==> config.mk <==
export PLATFORM = sky130hd
export DESIGN_NAME = fir_tap_pipe
export DESIGN_NICKNAME = d
export VERILOG_FILES = /design/src/rtl/fir_tap_pipe.sv
export SDC_FILE = /design/constraint.sdc
export NUM_CORES = 2
export LEC_CHECK = 0
export ABC_CLOCK_PERIOD_IN_PS = 6700
export CAP_MARGIN = 30
export CORE_MARGIN = 2
export CORE_UTILIZATION = 50
export DETAILED_ROUTE_END_ITERATION = 10
export DONT_BUFFER_PORTS = 1
export SLEW_MARGIN = 20
export SYNTH_ARGS = -nofsm -noshare
export SYNTH_HDL_FRONTEND = slang
export SYNTH_SLANG_ARGS = --single-unit
==> constraint.sdc <==
create_clock -name clk -period 6.7 [get_ports clk]
set_input_delay 1.34 -clock clk [delete_from_list [all_inputs] [get_ports clk]]
set_output_delay 1.34 -clock clk [all_outputs]
set_load 0.02 [all_outputs]
==> src/rtl/fir_tap_pipe.sv <==
// ============================================================================
//  Module   : fir_tap_pipe
//  Purpose  : Pipelined FIR tap engine with a runtime coefficient port,
//             valid tagging and an optional saturating output stage.
//             Define FIR_TAP_PIPE_SAT_EN to clamp the output and drive o_sat.
//  Revision : 1.0
// ============================================================================
`default_nettype none

module fir_tap_pipe #(
    parameter int TAPS  = 27,
    parameter int DW    = 4,
    parameter int CW    = 9,
    parameter int OW    = 16,
    parameter bit IN_SM = 1'b1
) (
    input  logic                    clk,
    input  logic                    rst_n,
    input  logic                    en_n,
    input  logic                    clr,
    input  logic                    i_vld,
    input  logic [DW-1:0]           i_data,
    input  logic                    coef_we,
    input  logic [$clog2(TAPS)-1:0] coef_addr,
    input  logic [CW-1:0]           coef_wdata,
    output logic                    o_vld,
    output logic [OW-1:0]           o_data,
    output logic                    o_sat
);

    localparam int c_LVL = $clog2(TAPS);
    localparam int c_LAT = c_LVL + 1;
    localparam int c_PW  = DW + CW;
    localparam int c_AW  = c_PW + c_LVL;

    // Number of operands at tree level l (level 0 = products).
    function automatic int lvl_cnt(input int l);
        return (TAPS + (1 << l) - 1) >> l;
    endfunction

    // Position of level l (l >= 1) inside the flattened tree node array.
    function automatic int lvl_off(input int l);
        int s;
        s = 0;
        for (int i = 1; i < l; i++) begin
            s += lvl_cnt(i);
        end
        return s;
    endfunction

    localparam int c_NODES = lvl_off(c_LVL + 1);

    logic signed [DW-1:0]    x_d;
    logic signed [DW-1:0]    x_q   [TAPS];
    logic signed [CW-1:0]    h_q   [TAPS];
    logic signed [c_PW-1:0]  w_prod [TAPS];
    logic signed [c_AW-1:0]  w_tree [c_NODES];
    logic [c_LAT-1:0]        vld_q;
    logic                    o_vld_q;
    logic [OW-1:0]           o_data_q;
    logic [OW-1:0]           o_data_d;

    generate
        if (IN_SM) begin : g_sm
            // Negating a zero magnitude yields zero, so -0 folds to 0.
            assign x_d = i_data[DW-1] ? -$signed({1'b0, i_data[DW-2:0]})
                                      :  $signed({1'b0, i_data[DW-2:0]});
        end else begin : g_tc
            assign x_d = $signed(i_data);
        end
    endgenerate

    always_ff @(posedge clk or negedge rst_n) begin
        if (!rst_n) begin
            for (int k = 0; k < TAPS; k++) x_q[k] <= '0;
        end else if (clr) begin
            for (int k = 0; k < TAPS; k++) x_q[k] <= '0;
        end else if (!en_n) begin
            x_q[0] <= x_d;
            for (int k = 1; k < TAPS; k++) x_q[k] <= x_q[k-1];
        end
    end

    // Coefficient writes ignore both the stall and the clear.
    always_ff @(posedge clk or negedge rst_n) begin
        if (!rst_n) begin
            for (int k = 0; k < TAPS; k++) h_q[k] <= '0;
        end else if (coef_we) begin
            for (int k = 0; k < TAPS; k++) begin
                if (int'(coef_addr) == k) h_q[k] <= coef_wdata;
            end
        end
    end

    generate
        for (genvar k = 0; k < TAPS; k++) begin : g_prod
            assign w_prod[k] = c_PW'(x_q[k]) * c_PW'(h_q[k]);
        end

        for (genvar l = 1; l <= c_LVL; l++) begin : g_lvl
            localparam int c_SRC = lvl_cnt(l - 1);
            for (genvar j = 0; j < lvl_cnt(l); j++) begin : g_node
                logic signed [c_AW-1:0] w_lhs;
                logic signed [c_AW-1:0] w_rhs;
                logic signed [c_AW-1:0] node_q;

                if (l == 1) begin : g_leaf
                    assign w_lhs = c_AW'(w_prod[2*j]);
                    if (2*j + 1 < c_SRC) begin : g_pair
                        assign w_rhs = c_AW'(w_prod[2*j+1]);
                    end else begin : g_odd
                        assign w_rhs = '0;
                    end
                end else begin : g_inner
                    assign w_lhs = w_tree[lvl_off(l-1) + 2*j];
                    if (2*j + 1 < c_SRC) begin : g_pair
                        assign w_rhs = w_tree[lvl_off(l-1) + 2*j + 1];
                    end else begin : g_odd
                        assign w_rhs = '0;
                    end
                end

                always_ff @(posedge clk or negedge rst_n) begin
                    if (!rst_n) begin
                        node_q <= '0;
                    end else if (clr) begin
                        node_q <= '0;
                    end else if (!en_n) begin
                        node_q <= w_lhs + w_rhs;
                    end
                end

                assign w_tree[lvl_off(l) + j] = node_q;
            end
        end
    endgenerate

`ifdef FIR_TAP_PIPE_SAT_EN
    logic sat_d;
    logic o_sat_q;
`endif

    generate
        if (c_AW > OW) begin : g_narrow
`ifdef FIR_TAP_PIPE_SAT_EN
            logic signed [c_AW-1:0] w_sum;
            logic                   w_ovf;
            assign w_sum = w_tree[c_NODES-1];
            // Fits in OW bits only when every bit above OW-2 matches the sign.
            assign w_ovf = !((&w_sum[c_AW-1:OW-1]) || !(|w_sum[c_AW-1:OW-1]));
            assign sat_d = w_ovf;
            assign o_data_d = !w_ovf        ? w_sum[OW-1:0] :
                              w_sum[c_AW-1] ? {1'b1, {(OW-1){1'b0}}} :
                                              {1'b0, {(OW-1){1'b1}}};
`else
            assign o_data_d = w_tree[c_NODES-1][OW-1:0];
`endif
        end else begin : g_wide
            assign o_data_d = OW'(w_tree[c_NODES-1]);
`ifdef FIR_TAP_PIPE_SAT_EN
            assign sat_d = 1'b0;
`endif
        end
    endgenerate

    always_ff @(posedge clk or negedge rst_n) begin
        if (!rst_n) begin
            vld_q    <= '0;
            o_vld_q  <= 1'b0;
            o_data_q <= '0;
        end else if (clr) begin
            vld_q    <= '0;
            o_vld_q  <= 1'b0;
            o_data_q <= '0;
        end else if (!en_n) begin
            vld_q    <= {vld_q[c_LAT-2:0], i_vld};
            o_vld_q  <= vld_q[c_LAT-1];
            o_data_q <= o_data_d;
        end
    end

`ifdef FIR_TAP_PIPE_SAT_EN
    always_ff @(posedge clk or negedge rst_n) begin
        if (!rst_n) begin
            o_sat_q <= 1'b0;
        end else if (clr) begin
            o_sat_q <= 1'b0;
        end else if (!en_n) begin
            o_sat_q <= sat_d;
        end
    end
    assign o_sat = o_sat_q;
`else
    assign o_sat = 1'b0;
`endif

    assign o_vld  = o_vld_q;
    assign o_data = o_data_q;

endmodule

`default_nettype wire

* After elaboration in Yosys (flattened, before gate mapping)
Index checks and enable logic that the tools add are counted.
** Storage, ports and cells
- Word-level logic and storage cells :: 259
- Bits in registers :: 822
- Output and inout port bits :: 18
- Bits of input ports :: 24
** Cells by class
- Reductions and logical operators :: 28
- Multipliers :: 27
- Eq/ne operators :: 27
- Add/sub/neg operators :: 27
- Muxes and demuxes :: 65
** Operators by type and width (number)
- $mux W16 :: 58
- $mul A4 B9 Y13 :: 27
- $mux W108 :: 2
- $add A16 B16 Y16 :: 13
- $add A13 B13 Y14 :: 13
- $eq A5 B5 Y1 const B :: 16
- $reduce_and A2 Y1 :: 27
- $eq A5 B4 Y1 const B :: 7
- $mux W6 :: 2
- $eq A5 B3 Y1 const B :: 2
- $eq A5 B2 Y1 const B :: 1
- $logic_not A5 Y1 :: 1
- $mux W4 :: 1
- $neg A3 Y4 :: 1
- $mux W1 :: 2
- $ne A2 B1 Y1 const B :: 1

* Depth between registers and ports, before layout
- Depth after elaboration :: 4
- Gate-level depth with buffers :: 19
- Depth with buffers taken out :: 18

* Worst setup path before layout
No wires, ideal clock.
- Path type :: register -> register
- From :: register x_q[35] (netlist name)
- To :: register g_lvl[1].g_node[9].node_q[14]
- Required time :: 6.613 ns
- Period minus slack after synthesis :: 4.832 ns
- Arrival time :: 4.745 ns
- Cell stages (with the launch flop) :: 17
- Setup time :: 0.087 ns
- Buffers on the path :: 1
- Path slack :: 1.868 ns
- Cell sequence :: dfrtp_1 -> clkbuf_1 -> nor2b_1 -> fa_1 -> fa_1 -> fa_1 -> inv_1 -> fa_1 -> inv_1 -> ha_1 -> a21oi_4 -> o211ai_2 -> o311a_1 -> a311o_2 -> o31ai_4 -> xnor2_1 -> a211oi_2
** On the way
- Longest elaborated chain between the ends :: 4
** Ends and longest elaborated chain
- start: declaration :: line 54 : logic signed [DW-1:0] x_q [TAPS];
- $mul A4 B9 Y13 :: line 97 : assign w_prod[k] = c_PW'(x_q[k]) * c_PW'(h_q[k]);
- $add A13 B13 Y14 :: line 129 : node_q <= w_lhs + w_rhs;
- $mux W16 :: line 128 : end else if (!en_n) begin
- $mux W16 :: line 126 : end else if (clr) begin
- end signal: assignment :: line 129
- end: declaration :: line 105 : logic signed [c_AW-1:0] node_q;
No other way between the ends. The select of a mux whose other input is x is not followed.
A chain may end at the register's enable or synchronous reset.

* Worst setup path in the final report
Ends and elaborated chain as after synthesis.

==> results.cfg <==
[timing]
tns_ns = 0
hold_ws_ns = 0.335
rsz0062_at_grt = no
slew_headroom_pct = 5.35
max_freq_ghz = 0.191
setup_viol = 0
hold_viol_final = 0
finClkSkew_ns = 0.0736
worst-slew-pin-transition_ns = 1.42
finalMaxSlewViolations = 0
min_period_ns = 5.23
fin_crit_sh_pct = 78.1

[global_routing]
grt_pass1_wl_um = 294000
antenna_found_initial = 8
grt_start_max_net_pins = 463
grt_pass1_vias = 53300
grt_use_total_pct = 24.2
overflow = 0

[cells_and_area]
drive_above_1_share_pct = 6.57
fin_util_pct = 53.8
syn_to_final_growth_pct = 7.10
final_nets = 9079
fin_area_sq_mm = 0.0805

[clock_tree]
clock-root-buffer = clkbuf_16
cts_hold_buf = 0
cts_buffers = 100
clock_sinks = 793
clk_pin_slew_ns = 0.06
cts_tree = yes
clk_path_buf_depth = 3
insertion_delay_ns = 0.76
htreeDepth = 3
cts_resized = 0
post_cts_buffers = 0

[setup_path]
worstRegToRegCells = 15
critPathMostFrequentCell = fa_1
crit_path_end_kind = register
required_ns = 7.32
r2r_slack_ns = 1.47
critical_path.startpoint = x_q[35]$_DFFE_PN0P_
r2r_end = g_lvl[1].g_node[9].node_q[14]$_DFFE_PN0P_
crit_end = g_lvl[1].g_node[9].node_q[14]$_DFFE_PN0P_
arrival_ns = 5.85
cp_slowest_cell = dfrtp_1
critical_path_class = reg2reg
critical-path-max-stage-delay_ns = 0.84
path_max_fanout = 20
startpoint_type = register
r2r-start = x_q[35]$_DFFE_PN0P_
crit_chain = nor2b_1, fa_1, fa_1, fa_1, inv_1, fa_1, inv_1, ha_1, a21oi_4, o211ai_2, o311a_1, a311o_2, o31ai_4, xnor2_1, a211oi_2

[detailed_routing]
detail_route.iter0.violations = 2776
wl_um = 181000
viasPerCell = 5.37
avgRoutedWirePerCell_um = 18.6
ant_nets = 0
drc_errors = 0
num_vias = 52100
first_pass_iters = 5

[power_and_ir_drop]
power.density_mw_per_mm2 = 152
p_total_w = 0.0122
ir_drop_mv = 0.209
p_leak_nw = 41.9

[die]
die_area_sq_mm = 0.153
die_x_um = 392
rows = 142
boundaryPins = 42
core_sq_mm = 0.150
die_h_um = 392
start_util_pct = 50.3

[yosys]
synth_top_area_cell = dfrtp_1
post-synth-top-count-cell = inv_1
async_flop_share_pct = 100
synthTopCellsByArea = dfrtp_1 26%, fa_1 22%, ha_1 11%, inv_1 5.5%, and2_1 4.7%
synth_area_sq_mm = 0.0752
dominantRegCellSynth = dfrtp_1
netlist_top_cells_count = 1,109 x inv_1, 825 x fa_1, 793 x dfrtp_1
netlist_instances = 7752
ys_types = 84
avgSynthCellArea_sq_um = 9.70
synth_edf_count = 0
synth_seq_area_share_pct = 26.4
mappedNetlistNets = 9241
synth_top_cell_area_share_pct = 26.4
synth_seq_cells = 793
ys_warn_count = 0

[worst_hold_path]
min_path_type = in2async

[placement]
place_area_sq_mm = 0.0769
gp_congestion = 0.860
port_buffers = 0
dp_hpwl_um = 132000

[outcome]
status = completed

[job]
cap_violations = 0
flip-flops by register name (all words and copies together) (netlist names):
register             flops
x_q                    108
g_lvl.g_node.node_q    419
o_vld                    1
o_data                  16
vld_q                    6
h_q                    243
final cells by class:
class	count	area [sq um]
fillers	13700	69100
multi-input cells	5551	50100
flip-flops and latches	793	19800
inverters	1122	4220
clock buffers	128	2740
well taps	2016	2520
clock inverters	58	801
repair buffers	22	305
diodes	12	30.0
worst max-delay path: cells and delay by family (launching register included):
family,cells,cell delay [ns]
xor gates and xnor gates,1,0.11
DFF,1,0.84
adders and majority gates,5,2.31
and+or+nand+nor,1,0.26
AOI/OAI and AO/OA,6,1.49
buffers and inverters,2,0.11
logic make-up (layout without fill, tap and decap cells):
kind of cell | after synthesis | count (layout) | share of synthesized area [%]
mux | 445 | 445 | 6.35
simple gates | 2184 | 2184 | 14.3
xor+xnor | 367 | 367 | 4.28
flops | 793 | 793 | 26.4
compound gates | 1089 | 1089 | 9.00
buf+inv | 1408 | 1330 | 7.03
fa+ha+maj | 1465 | 1465 | 32.6
other cells | 1 | 13 | 0.00499
how the worst min path moves through the flow:
stage                                                      to  slack (ns)
global route                             h_q[187]$_DFFE_PN0P_        0.29
floorplan           g_lvl[5].g_node[0].node_q[10]$_DFFE_PN0P_        0.45
finish                                   h_q[188]$_DFFE_PN0P_        0.34
CTS                                      h_q[187]$_DFFE_PN0P_        0.28
detailed placement  g_lvl[5].g_node[0].node_q[12]$_DFFE_PN0P_        0.47
global placement    g_lvl[5].g_node[0].node_q[12]$_DFFE_PN0P_        0.47
per-stage QoR:
stage,cells,setup slack [ns]
after floorplan,7752,1.87
after global placement,9492,1.60
after detailed placement,9502,1.50
after CTS,9688,1.48
after global routing,9693,1.24
final,9702,1.47
power breakdown:
part	total, W	internal, W	switching (W)
Sequential	0.00554	0.00512	0.000427
Combinational	0.000887	0.000442	0.000446
Clock	0.00578	0.00343	0.00236
Total	0.0122	0.00898	0.00323
layer usage:
layer  wire [um]  vias to the layer above  GRT usage, %
met2       85300                      806          39.4
met1       84400                    26500          34.4
met5           0                        -             0
met4        3370                        0          5.01
li1            -                    24600             -
met3        7800                      183          3.70
cells in the final DEF (no fill, tap or decap), types with 12 or more instances in the layout:
cell type / n
o21ai_0: 241
or3_1: 21
o21bai_1: 54
o22ai_1: 12
nor3_1: 89
a21o_1: 119
fa_1: 825
nand2b_1: 120
o21a_1: 47
clkbuf_16: 100
or2_2: 21
nand2_1: 562
clkbuf_8: 13
a22o_1: 18
o211ai_1: 17
mux2i_1: 189
nor4b_1: 14
inv_1: 1108
nand3_1: 57
xor2_1: 126
and2_1: 570
clkinv_1: 13
mux2_2: 256
ha_1: 640
clkbuf_1: 15
bufinv_16: 13
a21oi_1: 400
a211oi_1: 36
xnor2_1: 241
nor2_1: 558
dfrtp_1: 793
and3_1: 25
o31ai_1: 16
a31oi_1: 15
buf_4: 13
nor2b_1: 94
clkinv_2: 22
nand4_1: 20
diode_2: 12
Note: power is estimated with default switching activity, not from simulation.
